File: src/rtl/fm_mod_pkg.sv
// Package functs: shared Q10 fixed-point helpers and constants for the FM
// modulator slice (phase/angle constants, CORDIC gain and arctangent table).
package functs;

  localparam int PI_Q10      = 3217;
  localparam int HALF_PI_Q10 = 1608;
  localparam int TWO_PI_Q10  = 2 * PI_Q10;
  localparam int CORDIC_K    = 622;

  // atan(2^-i) in Q10 radians, i = 0..9
  localparam logic signed [31:0] ATAN_Q10 [0:9] = '{
    32'sd804, 32'sd475, 32'sd251, 32'sd127, 32'sd64,
    32'sd32,  32'sd16,  32'sd8,   32'sd4,   32'sd2
  };

  // Q10 multiply: full 64-bit product, arithmetic shift by 10, keep low 32 bits
  function automatic logic signed [31:0] mul_frac10_32b(input logic signed [31:0] a,
                                                        input logic signed [31:0] b);
    logic signed [63:0] ae;
    logic signed [63:0] be;
    logic signed [63:0] p;
    ae = 64'(a);
    be = 64'(b);
    p  = ae * be;
    return p[41:10];
  endfunction

  // Q10 to integer (floor)
  function automatic logic signed [31:0] DEQUANTIZE(input logic signed [31:0] v);
    return v >>> 10;
  endfunction

endpackage

File: src/rtl/fm_mod_cordic.sv
// cordic_sincos: iterative rotation-mode CORDIC, one iteration per clock.
// Angles outside +-pi/2 are folded by pi and the result negated.
module cordic_sincos
  import functs::*;
#(
  parameter int          DATA_WIDTH = 32,
  parameter int unsigned ITER       = 10
) (
  input  logic                         clk,
  input  logic                         rst,
  input  logic                         start,
  input  logic signed [DATA_WIDTH-1:0] angle,
  input  logic signed [DATA_WIDTH-1:0] x0,
  output logic signed [DATA_WIDTH-1:0] cos_out,
  output logic signed [DATA_WIDTH-1:0] sin_out,
  output logic                         done
);

  localparam logic [3:0] LAST = 4'(ITER - 1);

  logic signed [DATA_WIDTH-1:0] x, y, z;
  logic signed [DATA_WIDTH-1:0] x_nx, y_nx, z_nx;
  logic signed [DATA_WIDTH-1:0] z_init;
  logic                         neg_init;
  logic                         neg;
  logic                         busy;
  logic [3:0]                   iter_cnt;

  // Fold the start angle into +-pi/2 and remember whether to negate
  always_comb begin
    z_init   = angle;
    neg_init = 1'b0;
    if (angle > HALF_PI_Q10) begin
      z_init   = angle - PI_Q10;
      neg_init = 1'b1;
    end else if (angle < -HALF_PI_Q10) begin
      z_init   = angle + PI_Q10;
      neg_init = 1'b1;
    end
  end

  // One micro-rotation, direction taken from the sign of the residual angle
  always_comb begin
    if (!z[DATA_WIDTH-1]) begin
      x_nx = x - (y >>> iter_cnt);
      y_nx = y + (x >>> iter_cnt);
      z_nx = z - ATAN_Q10[iter_cnt];
    end else begin
      x_nx = x + (y >>> iter_cnt);
      y_nx = y - (x >>> iter_cnt);
      z_nx = z + ATAN_Q10[iter_cnt];
    end
  end

  // Iteration state; start is ignored while busy, done is a one-cycle pulse
  always_ff @(posedge clk or posedge rst) begin
    if (rst) begin
      x        <= '0;
      y        <= '0;
      z        <= '0;
      neg      <= 1'b0;
      busy     <= 1'b0;
      iter_cnt <= '0;
      cos_out  <= '0;
      sin_out  <= '0;
      done     <= 1'b0;
    end else begin
      done <= 1'b0;
      if (busy) begin
        x <= x_nx;
        y <= y_nx;
        z <= z_nx;
        if (iter_cnt == LAST) begin
          busy    <= 1'b0;
          done    <= 1'b1;
          cos_out <= neg ? -x_nx : x_nx;
          sin_out <= neg ? -y_nx : y_nx;
        end else begin
          iter_cnt <= iter_cnt + 4'd1;
        end
      end else if (start) begin
        x        <= x0;
        y        <= '0;
        z        <= z_init;
        neg      <= neg_init;
        iter_cnt <= '0;
        busy     <= 1'b1;
      end
    end
  end

endmodule

File: src/rtl/fm_mod.sv
// fm_mod: baseband FM modulator. Pops an audio sample, accumulates it into a
// wrapped Q10 phase and pushes the CORDIC cos/sin pair to the I and Q FIFOs.
// Optional pre-emphasis is enabled by defining FM_MOD_PREEMPH_EN.
module fm_mod
  import functs::*;
#(
  parameter int          DATA_WIDTH  = 32,
  parameter int          DEVIATION   = 1383,
  parameter int          AMPL        = 1024,
  parameter int unsigned CORDIC_ITER = 10,
  parameter int          PREEMPH_K   = 1024
) (
  input  logic                         clk,
  input  logic                         rst,
  input  logic signed [DATA_WIDTH-1:0] audio,
  output logic                         rd_en_audio,
  input  logic                         empty_audio,
  output logic signed [DATA_WIDTH-1:0] rl_out,
  output logic                         wr_en_rl,
  input  logic                         full_rl,
  output logic signed [DATA_WIDTH-1:0] img_out,
  output logic                         wr_en_img,
  input  logic                         full_img
);

  typedef enum logic [1:0] {S_READ, S_PHASE, S_CORDIC, S_WRITE} state_t;

  localparam logic signed [DATA_WIDTH-1:0] X0 = mul_frac10_32b(AMPL, CORDIC_K);

  state_t state, state_nx;

  logic signed [DATA_WIDTH-1:0] phase;
  logic signed [DATA_WIDTH-1:0] sample;
  logic signed [DATA_WIDTH-1:0] s_eff;
  logic signed [DATA_WIDTH-1:0] phase_sum;
  logic signed [DATA_WIDTH-1:0] phase_c;
  logic signed [DATA_WIDTH-1:0] cos_r, sin_r;
  logic signed [DATA_WIDTH-1:0] cordic_cos, cordic_sin;
  logic                         cordic_done;
  logic                         cordic_start;
  logic                         push;

`ifdef FM_MOD_PREEMPH_EN
  logic signed [DATA_WIDTH-1:0] x_prev;
`endif

  // Next phase: accumulate the scaled sample, wrap once into [-pi, pi)
  always_comb begin
    s_eff = sample;
`ifdef FM_MOD_PREEMPH_EN
    s_eff = sample + mul_frac10_32b(PREEMPH_K, sample - x_prev);
`endif
    phase_sum = phase + mul_frac10_32b(DEVIATION, s_eff);
    phase_c   = phase_sum;
    if (phase_sum >= PI_Q10) begin
      phase_c = phase_sum - TWO_PI_Q10;
    end else if (phase_sum < -PI_Q10) begin
      phase_c = phase_sum + TWO_PI_Q10;
    end
  end

  // Next-state and FIFO handshakes; both FIFOs are pushed together or not at all
  always_comb begin
    state_nx     = state;
    rd_en_audio  = 1'b0;
    cordic_start = 1'b0;
    push         = 1'b0;
    case (state)
      S_READ: begin
        if (!empty_audio && !rst) begin
          rd_en_audio = 1'b1;
          state_nx    = S_PHASE;
        end
      end
      S_PHASE: begin
        cordic_start = 1'b1;
        state_nx     = S_CORDIC;
      end
      S_CORDIC: begin
        if (cordic_done) begin
          state_nx = S_WRITE;
        end
      end
      S_WRITE: begin
        if (!full_rl && !full_img) begin
          push     = 1'b1;
          state_nx = S_READ;
        end
      end
      default: state_nx = S_READ;
    endcase
  end

  // Outputs read zero unless a pair is being pushed
  always_comb begin
    wr_en_rl  = push;
    wr_en_img = push;
    rl_out    = push ? cos_r : '0;
    img_out   = push ? sin_r : '0;
  end

  // State, sample capture, phase update and result latch
  always_ff @(posedge clk or posedge rst) begin
    if (rst) begin
      state  <= S_READ;
      phase  <= '0;
      sample <= '0;
      cos_r  <= '0;
      sin_r  <= '0;
    end else begin
      state <= state_nx;
      if (rd_en_audio) begin
        sample <= audio;
      end
      if (state == S_PHASE) begin
        phase <= phase_c;
      end
      if ((state == S_CORDIC) && cordic_done) begin
        cos_r <= cordic_cos;
        sin_r <= cordic_sin;
      end
    end
  end

`ifdef FM_MOD_PREEMPH_EN
  // Previous accepted sample for the pre-emphasis difference
  always_ff @(posedge clk or posedge rst) begin
    if (rst) begin
      x_prev <= '0;
    end else if (state == S_PHASE) begin
      x_prev <= sample;
    end
  end
`endif

  cordic_sincos #(
    .DATA_WIDTH(DATA_WIDTH),
    .ITER      (CORDIC_ITER)
  ) u_cordic (
    .clk    (clk),
    .rst    (rst),
    .start  (cordic_start),
    .angle  (phase_c),
    .x0     (X0),
    .cos_out(cordic_cos),
    .sin_out(cordic_sin),
    .done   (cordic_done)
  );

endmodule

File: config.mk
export PLATFORM = sky130hd
export DESIGN_NAME = fm_mod
export DESIGN_NICKNAME = d
export VERILOG_FILES = /design/src/rtl/fm_mod_pkg.sv /design/src/rtl/fm_mod_cordic.sv /design/src/rtl/fm_mod.sv
export SDC_FILE = /design/constraint.sdc
export NUM_CORES = 2
export LEC_CHECK = 0
export ABC_AREA = 0
export ABC_CLOCK_PERIOD_IN_PS = 33500
export BUFFER_PORTS_ARGS = -buffer_cell sky130_fd_sc_hd__buf_2
export CORE_ASPECT_RATIO = 1.1
export CORE_MARGIN = 3
export CORE_UTILIZATION = 45
export DETAILED_ROUTE_END_ITERATION = 8
export SLEW_MARGIN = 5
export SYNTH_ARGS = -nofsm -noshare
export SYNTH_HDL_FRONTEND = slang
export SYNTH_SLANG_ARGS = --single-unit
File: constraint.sdc
create_clock -name clk -period 33.5 [get_ports clk]
set_input_delay 5.025 -clock clk [delete_from_list [all_inputs] [get_ports clk]]
set_output_delay 5.025 -clock clk [all_outputs]
set_load 0.005 [all_outputs]
### Word level (Yosys, flattened, before mapping)

Memories as Yosys holds them, arrays and structs flattened.
Cells that the tools add are included.

| cells by class | value |
|---|---|
| eq/ne operators | 8 |
| add/subtract/negate cells | 14 |
| multiplexer cells | 38 |
| $mul | 1 |
| shift operators | 2 |
| reduce and logical (&&, ||, !) cells | 13 |
| bitwise gates (word level) | 2 |
| order comparisons | 5 |

Operators by type and width:

| operator | count |
|---|---|
| $mux W32 | 19 |
| $add A32 B32 Y32 | 4 |
| $sub A32 B32 Y32 | 3 |
| $neg A32 Y32 | 2 |
| $sshr A32 B4 Y32 | 2 |
| $mul A12 B32 Y42 const A | 1 |
| $add A32 B13 Y32 const B | 1 |
| $add A32 B14 Y32 const B | 1 |
| $ge A32 B13 Y1 const B | 1 |
| $gt A32 B12 Y1 const B | 1 |
| $lt A32 B12 Y1 const B | 1 |
| $lt A32 B13 Y1 const B | 1 |
| $sub A32 B13 Y32 const B | 1 |
| $sub A32 B14 Y32 const B | 1 |
| $mux W1 | 12 |
| $mux W4 | 3 |
| $pmux W2 S4 | 1 |
| $mux W2 | 3 |
| $ne A2 B2 Y1 const B | 3 |
| $reduce_and A2 Y1 | 3 |
| $ge A5 B5 Y1 const B | 1 |
| $not A4 Y5 | 1 |
| $add A4 B1 Y4 const B | 1 |
| $eq A2 B2 Y1 const B | 2 |
| other kinds (9) | 14 |

| storage, ports and cells | value |
|---|---|
| word-level logic and storage cells | 98 |
| output and inout port bits | 67 |
| ROM bits | 512 |
| memories kept | 1 |
| bits of input ports | 37 |
| bits in registers | 297 |

Memories:

| name | words | width | rd ports | clocked after Yosys merged registers in | wr ports | RTL line | source |
|---|---|---|---|---|---|---|---|
| (no name shown) | 16 | 32 | 1 | 0 | 0 | fm_mod_cordic.sv:51 | `z_nx = z + ATAN_Q10[iter_cnt];` |

### Logic depth before layout (Yosys ltp)

| logic depth | value |
|---|---|
| word-level depth | 10 |
| depth in mapped cells | 49 |
| gate-level depth less buffers | 45 |

### Cells and area by module

Synthesis repeated with hierarchy kept, for this count alone.

| unflattened totals | value |
|---|---|
| cell total of the unflattened synthesis | 4145 |
| area total of the unflattened synthesis | 36177.2 µm² |

By module, submodules not included:

| module | sequential area each (µm²) | times used | cells an instance | area each (µm²) |
|---|---|---|---|---|
| cordic_sincos | 4179.0 | 1 | 2435 | 19565.0 |
| fm_mod | 3253.1 | 1 | 1710 | 16612.2 |

### Worst setup path after synthesis

OpenSTA, ideal clock, no wires.

| timing | value |
|---|---|
| path type | input to output |
| start | input port full_rl |
| end | output port img_out[0] |
| arrival | 5.855 ns |
| stages | 4 |
| data required time | 28.475 ns |
| path slack | 22.620 ns |
| path buffers | 2 |
| path through | nor3b_1 clkbuf_1 clkbuf_1 and2_1 |

| between the ends | value |
|---|---|
| longest elaborated chain between the ends | 5 |

Ends and longest elaborated chain:

| item | RTL line | source |
|---|---|---|
| start: declaration | fm_mod.sv:20 | `input logic full_rl,` |
| $logic_not A1 Y1 | fm_mod.sv:85 | `if (!full_rl && !full_img) begin` |
| $logic_and A1 B1 Y1 | fm_mod.sv:85 |  |
| $mux W1 | fm_mod.sv:85 |  |
| $mux W1 | fm_mod.sv:68 | `case (state)` |
| $mux W32 | fm_mod.sv:99 | `img_out = push ? sin_r : '0;` |
| end: declaration | fm_mod.sv:21 | `output logic signed [DATA_WIDTH-1:0] img_out,` |

No other way between the ends.

### Worst setup path in the final report

| timing | value |
|---|---|
| start | register sample[6] (netlist: s_eff[6]) |
| end | register u_cordic.z[16] |

| between the ends | value |
|---|---|
| longest elaborated chain between the ends | 10 |
| elaborated cells between the ends (all ways) | 16 |
| those cells by class | add/sub (5); mul (1); order compare (4); mux (6) |

Ends and longest elaborated chain:

| item | RTL line | source |
|---|---|---|
| start: declaration | fm_mod.sv:33 | `logic signed [DATA_WIDTH-1:0] sample;` |
| start signal: assignment | fm_mod.sv:113 | `sample <= audio;` |
| $mul A12 B32 Y42 (*) | fm_mod_pkg.sv:24 | `p = ae * be;` |
| $add A32 B32 Y32 (*) | fm_mod.sv:53 | `phase_sum = phase + mul_frac10_32b(DEVIATION, s_eff);` |
| $add A32 B14 Y32 / $lt A32 B13 Y1 (equally long branches) | fm_mod.sv:58, fm_mod.sv:57 |  |
| $mux W32 | fm_mod.sv:57 | `end else if (phase_sum < -PI_Q10) begin` |
| $mux W32 (*) | fm_mod.sv:55 | `if (phase_sum >= PI_Q10) begin` |
| $add A32 B13 Y32 / $lt A32 B12 Y1 (equally long branches) | fm_mod_cordic.sv:37, fm_mod_cordic.sv:36 |  |
| $mux W32 | fm_mod_cordic.sv:36 | `end else if (angle < -HALF_PI_Q10) begin` |
| $mux W32 (*) | fm_mod_cordic.sv:33 | `if (angle > HALF_PI_Q10) begin` |
| $mux W32 (*) | fm_mod_cordic.sv:81 | `end else if (start) begin` |
| $mux W32 (*) | fm_mod_cordic.sv:69 | `if (busy) begin` |
| end signal: assignment | fm_mod_cordic.sv:72 | `z <= z_nx;` |
| end signal: assignment | fm_mod_cordic.sv:84 | `z <= z_init;` |
| end: declaration | fm_mod_cordic.sv:21 | `logic signed [DATA_WIDTH-1:0] x, y, z;` |

Every way passes the cells marked *; elsewhere a longest branch is shown, timed or not. The select of a mux whose other input is x is not followed.
A chain may end at the register's enable or synchronous reset.

==> results.yml <==
timing:
  hold_violations: 0
  finalCritPeriodShare_pct: 38.5
  rsz0062_at_grt: "false"
  tightest_slew_ps: 909
  setup_viol: 0
  slew_headroom_pct: 37.8
  slew_violations: 0
  fin_crit_ps: 12890
  setup_tns_ps: 0
  finClkSkew_ps: 29.4
  fmax_ghz: 0.0776
  layout_setup_ws_ps: 20610
drt:
  drtPass1Iterations: 5
  postRouteAntennaNets: 0
  viasPerCell: 5.59
  drc: 0
  detail_route.wl_per_cell_um: 18.0
  routed_wirelength_mm: 86.5
  drt_iter0_drc: 1618
  vias: 26900
logic_synthesis:
  ys.flop_type: "dfrtp_1"
  avgSynthCellArea_um2: 8.55
  yosysWarnings: 0
  synth_edf_count: 0
  ys_async_sr_fraction_pct: 100
  yosys.area.top_type: "dfrtp_1"
  syn-instance-count: 3836
  yosys_register_bits: 297
  netlist_area_mm2: 0.0328
  syn-num-nets: 4332
  ys_types: 93
  yosysTopAreaCellShare_pct: 22.7
  synthTopCellsByArea: "dfrtp_1 23%, ha_1 12%, fa_1 9.5%"
  synth-seq-area-share_pct: 22.7
floorplanning:
  die_w_um: 263
  start_util_pct: 45.5
  coreArea_mm2: 0.0720
  io_pins: 104
  die_h_um: 289
  dieArea_mm2: 0.0762
  num_rows: 103
hold_path:
  hold_path.class: "flip-flop to flip-flop"
  worstHoldStart: "u_cordic.cos_out[29]"
clocking:
  clkLatencyLatePin_ps: 580
  cts_made_buffers: 39
  cts_tree: "built"
  clock_path_buffers: 3
  clkTransAtPathRegs_ps: 60
  post_cts_buffers: 0
  cts.sinks: 297
  h-tree-depth: 2
  cts_hold_buf: 0
  cts_resized: 0
  cts_root_buf: "clkbuf_16"
critical_path:
  crit_start: "s_eff[6]"
  worst-setup-path-type: "flip-flop to flip-flop"
  required_ps: 33940
  slowest_stage: "or4_1"
  critPathArrivalTime_ps: 13340
  worstRegToRegCells: 35
  r2r_setup_slack_ps: 20610
  r2r_start: "s_eff[6]"
  critPathMaxFanout: 26
  end_kind: "flip-flop"
  slowest_delay_ps: 1000
  r2r_end: "u_cordic.z[16]"
  cp_common_cell: "ha_1"
  endpoint: "u_cordic.z[16]"
  cp-start-kind: "flip-flop"
global_routing:
  grt_pass1_vias: 26900
  grt_pass1_wl_mm: 141
  grt_max_degree: 105
  grt_usage_pct: 22.5
  grt_overflow_total: 0
  grt_antenna_before_repair: 0
cells_and_area:
  final_common_cell: "nand2_1"
  fin_nets: 4337
  fin_util_pct: 49.1
  diodes: 0
  areaGrowthSynthToFinish_pct: 7.91
  mostFrequentLayoutCells: "438 x nand2_1, 303 x ha_1, 292 x o21ai_0"
  final_layout_size_suffix_gt1_share_pct: 10.8
status:
  status: "finished, final reports clean"
placement:
  post-dp-hpwl_mm: 67.1
  io_buffers: 103
  place.gp.congestion: 0.958
  post-place-ws_ps: 20640
run:
  cap_violations: 0
metrics by stage:
stage               instances  area [µm²]  hold WS, ps
global placement         4745       34100          459
detailed placement       4745       34100          467
finish                   4813       35400          473
global route             4813       35400          498
CTS                      4813       35400          481
floorplan                3836       32800          446
cells by family (layout without fill, tap and decap cells):
group / Yosys count / after routing / synth area share (%)
and+or+nand+nor: 1241 / 1241 / 18.2
AOI/OAI and AO/OA: 862 / 862 / 16.4
adders and majority gates: 459 / 459 / 21.1
buffers and inverters: 454 / 486 / 5.33
DFF: 297 / 297 / 22.7
xor gates and xnor gates: 291 / 291 / 7.89
muxes: 232 / 232 / 8.54
per-layer routing:
layer | share of wire [%] | vias to the layer above | routed length [µm] | GRT usage [%]
met4 | 3.7 | 0 | 3230 | 8.27
met1 | 41 | 12700 | 35700 | 26.5
met2 | 52 | 546 | 44800 | 42.3
met5 | 0 | - | 0 | 0
li1 | - | 13400 | - | -
met3 | 3.2 | 175 | 2790 | 2.31
flip-flops by register name, summed over array words and instances (netlist names):
register	count
u_cordic.iter_cnt	4
u_cordic.neg	1
cos_r	32
s_eff	32
u_cordic.done	1
u_cordic.z	32
u_cordic.y	32
u_cordic.x	32
sin_r	32
u_cordic.cos_out	32
phase	32
u_cordic.sin_out	32
u_cordic.busy	1
state	2
how the worst min path moves through the flow:
stage,cells after the start,end,slack (ps)
final,2,u_cordic.cos_out[29],470
after global routing,2,u_cordic.cos_out[29],500
after CTS,2,u_cordic.sin_out[8],480
after detailed placement,2,u_cordic.sin_out[8],470
after global placement,2,u_cordic.cos_out[28],460
after floorplan,2,u_cordic.cos_out[0],450
layout make-up:
class	instances	area (µm²)
inverter	283	1070
timing repair buffer	135	756
sequential	297	7440
tap	945	1180
multi-input combinational	3085	23700
fill	7035	36600
clock buffer	51	1070
clock inverter	17	224
cell usage after synthesis, drive strengths merged, types with 71 or more instances:
cell    instances
nand2         439
o21ai         307
ha            304
dfrtp         297
inv           282
nor2          272
a21oi         190
fa            155
xnor2         152
xor2          138
clkbuf        124
mux2          124
and2          103
nor3           86
mux2i          82
nand3          71
critical path: cells and delay by family (launching register included):
family / cells / cell delay (ps)
adder cells (fa/ha/maj): 7 / 2880
multiplexers: 1 / 120
XOR/XNOR: 3 / 940
AO/OA/AOI/OAI: 8 / 3510
buffers and inverters: 2 / 90
AND/OR/NAND/NOR: 14 / 4660
flip-flops: 1 / 560
Power is left out: the tool's default activity adds up to more than one toggle a clock period on the data nets, which glitch-free logic cannot reach.
